--- config.mk ---
export PLATFORM = sky130hd
export DESIGN_NAME = channel_frame_serializer
export DESIGN_NICKNAME = d
export VERILOG_FILES = /design/src/rtl/channel_tx_pkg.sv /design/src/rtl/channel_frame_serializer_baud_tick_gen.sv /design/src/rtl/channel_frame_serializer.sv
export SDC_FILE = /design/constraint.sdc
export NUM_CORES = 1
export LEC_CHECK = 0
export CAP_MARGIN = 30
export CORE_MARGIN = 4
export CORE_UTILIZATION = 60
export DETAILED_ROUTE_END_ITERATION = 10
export PLACE_DENSITY = 0.81
export SYNTH_ARGS = -nofsm -noshare
export SYNTH_HDL_FRONTEND = slang
export SYNTH_SLANG_ARGS = --single-unit
--- constraint.sdc ---
create_clock -name clk -period 3.5 [get_ports clk]
set_input_delay 0.35 -clock clk [delete_from_list [all_inputs] [get_ports clk]]
set_output_delay 0.35 -clock clk [all_outputs]
set_load 0.01 [all_outputs]
--- src/rtl/channel_tx_pkg.sv ---
// channel_tx_pkg: shared widths, the "no channel" code and FSM state encoding for the channel serializer
package channel_tx_pkg;
  localparam int CH_W = 4;
  localparam logic [CH_W-1:0] CH_NONE = 4'hF;
  typedef enum logic [2:0] {S_IDLE, S_START, S_DATA, S_PARITY, S_STOP} state_t;
endpackage

--- src/rtl/channel_frame_serializer_baud_tick_gen.sv ---
// baud_tick_gen: bit-period divider; bit_tick on count CLK_DIV-1, count held at 0 while run=0
//   clk, arst (async, active-low), run (enable), bit_tick (end of current bit period)
module baud_tick_gen #(
  parameter int CLK_DIV = 16
) (
  input  logic clk,
  input  logic arst,
  input  logic run,
  output logic bit_tick
);
  logic [15:0] cnt;
  assign bit_tick = run && cnt == 16'(CLK_DIV - 1);
  always_ff @(posedge clk or negedge arst)
    if (!arst) cnt <= '0;
    else cnt <= (!run || bit_tick) ? '0 : cnt + 16'd1;
endmodule

--- src/rtl/channel_frame_serializer.sv ---
// channel_frame_serializer: sends 4-bit channel codes as async frames (start, data LSB-first, [even parity], stop)
//   clk, arst (async, active-low); in_valid/in_data/in_ready upstream handshake, 4'hF dropped silently
//   tx registered serial line (idle high), busy = not IDLE, frame_done = last clk of final stop bit
//   CHANNEL_TX_PARITY_EN inserts an even-parity bit after the data bits
module channel_frame_serializer
  import channel_tx_pkg::*;
#(
  parameter int CLK_DIV   = 16,
  parameter int STOP_BITS = 1
) (
  input  logic            clk,
  input  logic            arst,
  input  logic            in_valid,
  input  logic [CH_W-1:0] in_data,
  output logic            in_ready,
  output logic            tx,
  output logic            busy,
  output logic            frame_done
);
  state_t state, nstate;
  logic [2:0] bcnt, nbcnt;
  logic [CH_W-1:0] sh, nsh;
  logic ntx, tick;
  assign busy = state != S_IDLE;
  assign in_ready = state == S_IDLE;
  baud_tick_gen #(.CLK_DIV(CLK_DIV)) u_baud (.clk(clk), .arst(arst), .run(busy), .bit_tick(tick));
`ifdef CHANNEL_TX_PARITY_EN
  logic par;
  // parity is captured at acceptance since the shift register is consumed by the time it is sent
  always_ff @(posedge clk or negedge arst)
    if (!arst) par <= 1'b0;
    else if (state == S_IDLE && in_valid) par <= ^in_data;
`endif
  always_comb begin
    nstate = state;
    nbcnt = bcnt;
    nsh = sh;
    ntx = tx;
    frame_done = 1'b0;
    case (state)
      S_IDLE:
        if (in_valid && in_data != CH_NONE) begin
          nstate = S_START;
          nsh = in_data;
          nbcnt = '0;
          ntx = 1'b0;
        end
      S_START:
        if (tick) begin
          nstate = S_DATA;
          ntx = sh[0];
          nsh = sh >> 1;
          nbcnt = '0;
        end
      S_DATA:
        if (tick) begin
          if (bcnt == 3'(CH_W - 1)) begin
            nbcnt = '0;
`ifdef CHANNEL_TX_PARITY_EN
            nstate = S_PARITY;
            ntx = par;
`else
            nstate = S_STOP;
            ntx = 1'b1;
`endif
          end else begin
            nbcnt = bcnt + 3'd1;
            ntx = sh[0];
            nsh = sh >> 1;
          end
        end
      S_PARITY:
        if (tick) begin
          nstate = S_STOP;
          ntx = 1'b1;
          nbcnt = '0;
        end
      S_STOP:
        if (tick) begin
          if (bcnt == 3'(STOP_BITS - 1)) begin
            nstate = S_IDLE;
            frame_done = 1'b1;
          end else nbcnt = bcnt + 3'd1;
          ntx = 1'b1;
        end
      default: nstate = S_IDLE;
    endcase
  end
  always_ff @(posedge clk or negedge arst)
    if (!arst) begin
      state <= S_IDLE;
      bcnt <= '0;
      sh <= '0;
      tx <= 1'b1;
    end else begin
      state <= nstate;
      bcnt <= nbcnt;
      sh <= nsh;
      tx <= ntx;
    end
endmodule
==> metrics.cfg, run 1 <==
[floorplanning]
die_area_mm2=0.003569
fp.dieW_um=59.75
io_pins=11
core-area_mm2=0.002522
rows=18
die_h_um=59.75
start_util_pct=63.69

[final_layout]
n_fill_cell=196
n_antenna_cell=0
regArea_um2=676.9
multi_input_area_um2=875.8
drive_above_1_share_pct=14.79
final_net_count=182
areaGrowthSynthToFinish_pct=9.034

[synth]
synth_top_area_cell=dfrtp_1
synthesis.instances=160
ys_seq_area_share_pct=42.13
synth_most_common_cell=dfrtp_1
netlist_top_cells_count=26 x dfrtp_1, 20 x nor2_1, 10 x nand2_1
synth_fa_ha_area_share_pct=3.894
synth_flop_cell=dfrtp_1
async_reset_ff_share_pct=100.0
syn_nets=172
synthesis.area_mm2=0.001607
synthDistinctLibCells=43
yosysTopAreaCellShare_pct=40.50
synthSimpleGateAreaFrac_pct=26.25
synth-edff-count=0
synth.area.mux_share_pct=7.710
synth_xor_area_share_pct=5.997
avgSynthCellArea_um2=10.04
yosysWarnings=0
synth_compound_area_share_pct=10.67
synth_top_family_by_area=simple AND/OR/NAND/NOR gates
yosys-top-cells-area=dfrtp_1 40%, mux2_2 4.9%, nor2_1 4.7%
synth_seq_cells=27

[drt]
antenna_left=0
viasPerCell=6.075
routedWlPerCell_um=15.14
dr.first_iter.drc_count=55
first_pass_iters=5
drcViolationCount=0
vias=1209
wirelength_um=3013

[clock_network]
cts_tree=done
cts_resized=0
cts_buffer_depth=2
post_cts_buffers=0
htree_levels=1
cts_made_buffers=3
clockRootBuffer=clkbuf_4
clk_latency_ns=0.32
clock_sinks=27
cts_hold_buf=0
path_clk_slew_ns=0.15

[timing]
worst_pin_slew_ns=0.4400
rsz0062_at_grt=false
period_needed_ns=2.586
finalSetupViolCount=0
slew_viol_final=0
hold_violations=0
hold_slack_ns=0.3751
setup_tns_ns=0
fin_worst_skew_ns=0.01053
slew_headroom_pct=70.60
max_clock_freq_mhz=386.8
min_period_over_period_pct=73.88

[grt]
grt_pass1_vias=1213
overflow=0
grtUsageMet3_pct=2.592
grtUsageMet1_pct=25.03
grt_pass1_wl_um=5292
grt_use_met2_pct=33.64
antenna_found_initial=0
busiest_layer=met2
grt_max_degree=28
grt_usage_pct=19.49

[critical_path]
cp-endpoint=frame_done
cp.depth=5
r2r-end=bcnt[0]
startpoint=u_baud.cnt[0]
crit_chain=ha_1, and3_1, nand4_1, nor3_1, clkdlybuf4s50_1
criticalPathCategory=reg -> out
ff2ff_path_depth=5
end_kind=output pin
r2r-start=u_baud.cnt[0]
arrival_ns=2.24
critPathLaunchType=flop
crit_family=simple AND/OR/NAND/NOR gates
crit_fanout=8
worst-endpoint-required_ns=3.15
rrSetupSlack_ns=1.42
cp_slowest_cell=clkdlybuf4s50_1
max_stage_delay_ns=0.58
crit_buf_inv=1

[placement]
dp_hpwl_um=2331
io_buffers=10
gp_congestion=0.8157

[run]
cap_violations=0

[pwr]
power.density_mw_per_mm2=553.9
p_leak_uw=0.0007321
ir_worst_vdd_mv=0.3966
power_uw=970.3

[worst_hold_path]
holdCritPathClass=in -> async

[run_status]
status=finished clean

[flip-flops by register name (all words and copies together), names as in the netlist]
signal,cells
bcnt,3
sh,4
state,3
tx,1
u_baud.cnt,16
[cell type report]
type | count | area share, %
Clock buffer | 3 | 1.286
Clock inverter | 1 | 0.2857
Inverter | 7 | 1.500
Multi-Input combinational cell | 120 | 50.00
Sequential cell | 27 | 38.64
Tap cell | 30 | 2.143
Timing Repair Buffer | 11 | 6.143
[per-stage QoR]
step	area [um2]	setup slack [ns]	utilization (%)	std cells
floorplan	1607	1.676	-	160
global placement	1724	1.316	68.35	195
detailed placement	1724	1.259	68.35	195
CTS	1752	0.8856	69.44	199
global route	1752	0.7955	69.44	199
finish	1752	0.9144	69.44	199
[cell families (layout without fill, tap and decap cells)]
logic type,count (synthesis),count (layout)
simple gates,68,68
flops,27,27
fa+ha+maj,5,5
xor+xnor,11,11
buf+inv,13,22
compound gates,25,25
mux,11,11
[how the worst min path moves through the flow]
stage,startpoint,to,slack (ns),depth (start not counted)
6_report,arst,state[1],0.38,2
5_1_grt,arst,u_baud.cnt[1],0.38,2
4_1_cts,arst,u_baud.cnt[1],0.38,2
3_5_place_dp,tx,tx,0.49,2
3_3_place_gp,u_baud.cnt[0],u_baud.cnt[0],0.47,1
2_1_floorplan,arst,bcnt[0],0.05,0
[per-layer routing]
metal	routed length, um	vias up
li1	-	588
met1	1316	588
met2	1534	27
met3	118	6
met4	44	0
met5	0	-
[report_power, final]
group          internal, uW  total (uW)  switching [uW]
sequential              381         463            82.2
clock                  42.8         133            90.1
combinational           189         375             185
[cell usage in the layout, fill, tap and decap left out, drive strengths merged, types with 2 or more instances in the layout]
cell type,instances
dfrtp,26
nor2,20
nand2,10
clkdlybuf4s50,10
a21oi,9
mux2,8
inv,7
nand4,7
xnor2,6
nand3,5
o21ai,5
xor2,5
ha,5
or3,5
nor4,5
nand2b,4
mux2i,3
clkbuf,3
and3,3
o31ai,3
o22ai,2
and2,2
and4,2
(Power assumes the default switching activity.)
==> run 2: changes to the inputs <==
Settings changed: CORE_UTILIZATION 60 to 58, PLACE_DENSITY 0.81 to 0.79.
Clock period 3.5 ns to 2.68 ns, I/O delays scaled along.
==> metrics.cfg, run 2 (synthesis results as in run 1) <==
[run_status]
status=finished clean

[final_layout]
largest_reg_flops=16
top_register=u_baud.cnt
final_net_count=182
areaGrowthSynthToFinish_pct=9.268
drive_above_1_share_pct=15.38
fin_area_mm2=0.001755
layout_commonest_cell=dfrtp_1
n_fill_cell=205
reg_top3=u_baud.cnt (16), sh (4)
n_antenna_cell=0
mostFrequentLayoutCells=26 x dfrtp_1, 20 x nor2_1, 10 x nand2_1, 10 x clkdlybuf4s50_1, 9 x a21oi_1

[timing]
max_clock_freq_mhz=414.3
min_period_over_period_pct=90.07
slew_viol_final=0
slew_headroom_pct=67.93
worst_pin_slew_ns=0.4799
hold_slack_ns=0.2829
fin_worst_skew_ns=0.006112
rsz0062_at_grt=false
hold_violations=0
finalSetupViolCount=0
period_needed_ns=2.414
setup_tns_ns=0

[clock_network]
post_cts_buffers=0
cts_tree=done
htree_levels=1
clock_sinks=27
cts_made_buffers=3
path_clk_slew_ns=0.15
cts_buffer_depth=2
clockRootBuffer=clkbuf_4
clk_latency_ns=0.33

[pwr]
p_leak_uw=0.0007278
power.density_mw_per_mm2=726.6
ir_worst_vdd_mv=0.5419
power_uw=1275

[critical_path]
max_stage_delay_ns=0.56
critPathLaunchType=flop
worst-endpoint-required_ns=2.41
crit_fanout=12
cp_slowest_cell=clkdlybuf4s50_1
criticalPathCategory=reg -> out
end_kind=output pin
crit_chain=or3_1, inv_1, clkdlybuf4s50_1
arrival_ns=2.15

[floorplanning]
core-area_mm2=0.002567
die_area_mm2=0.003676
die_h_um=60.63
io_pins=11
rows=18
start_util_pct=62.57
fp.dieW_um=60.63

[grt]
grt_usage_pct=19.89
grt_pass1_vias=1194
grt_pass1_wl_um=5506
grt_max_degree=28
grtUsageMet1_pct=27.25
grtUsageMet3_pct=5.532
antenna_found_initial=0
grt_use_met2_pct=31.76
busiest_layer=met2
overflow=0

[drt]
viasPerCell=5.960
vias=1186
first_pass_iters=4
drcViolationCount=0
antenna_left=0
dr.first_iter.drc_count=44
wirelength_um=3022
routedWlPerCell_um=15.19

[placement]
dp_hpwl_um=2222
io_buffers=10
gp_congestion=0.8310
place_area_mm2=0.001724

[worst_hold_path]
holdCritPathClass=in -> async

[run]
cap_violations=0

## run 2: changes by cell type in the layout (fill, tap and decap cells not counted)
cell        change
clkinv_2        -1
and3_1          -1
and3_2          +1
clkinvlp_4      +1
## run 2: worst max-delay path: cells and delay by family (launching register included)
kind	cells	cell delay, ns
buffers and inverters	2	0.73
flip-flops	1	0.54
AND/OR/NAND/NOR	1	0.55
## run 2: stage by stage
stage	worst slack, ns	cells	utilization, %
finish	0.2661	199	68.37
global route	0.1149	199	68.37
CTS	0.1651	199	68.32
detailed placement	0.5625	195	67.15
global placement	0.6059	195	67.15
floorplan	0.8563	160	-
## run 2: final cells by class
type                    instances  area (um2)  share of cell area (%)
clock inverters                 1       7.507                  0.4277
multi-input cells             120       877.1                   49.96
well taps                      30       37.54                   2.138
repair buffers                 11       107.6                   6.130
inverters                       7       26.28                   1.497
flip-flops and latches         27       676.9                   38.56
clock buffers                   3       22.52                   1.283
## run 2: worst paths after layout
path	startpoint	end	slack (ns)	cells after the start
setup / recovery	state[0]	in_ready	0.27	3
hold / removal	arst	u_baud.cnt[10]	0.28	2
setup reg to reg	state[0]	sh[2]	0.66	5
hold reg to reg	tx	tx	0.50	2
max in group asynchronous	arst	tx	2.09	2
min in group clk	tx	tx	0.50	2
## run 2: timing repair
| action | 4_1_cts | 5_1_grt |
|---|---|---|
| resized for setup | 0 | 1 |
| setup endpoints to repair | 0 | 1 |
| endpoints found under the hold margin | 0 | 0 |
| hold buffers | 0 | 0 |
## run 2: routing by layer
metal | up-vias | part of all wire (%) | wire [um]
li1 | 587 | - | -
met1 | 573 | 48 | 1453
met2 | 24 | 47 | 1412
met3 | 2 | 4.5 | 137
met4 | 0 | 0.63 | 19
met5 | - | 0 | 0
## run 2: power by group
group / internal (uW) / total (uW) / switching (uW)
combinational: 250 / 489 / 239
sequential: 497 / 604 / 107
clock: 57.1 / 182 / 125
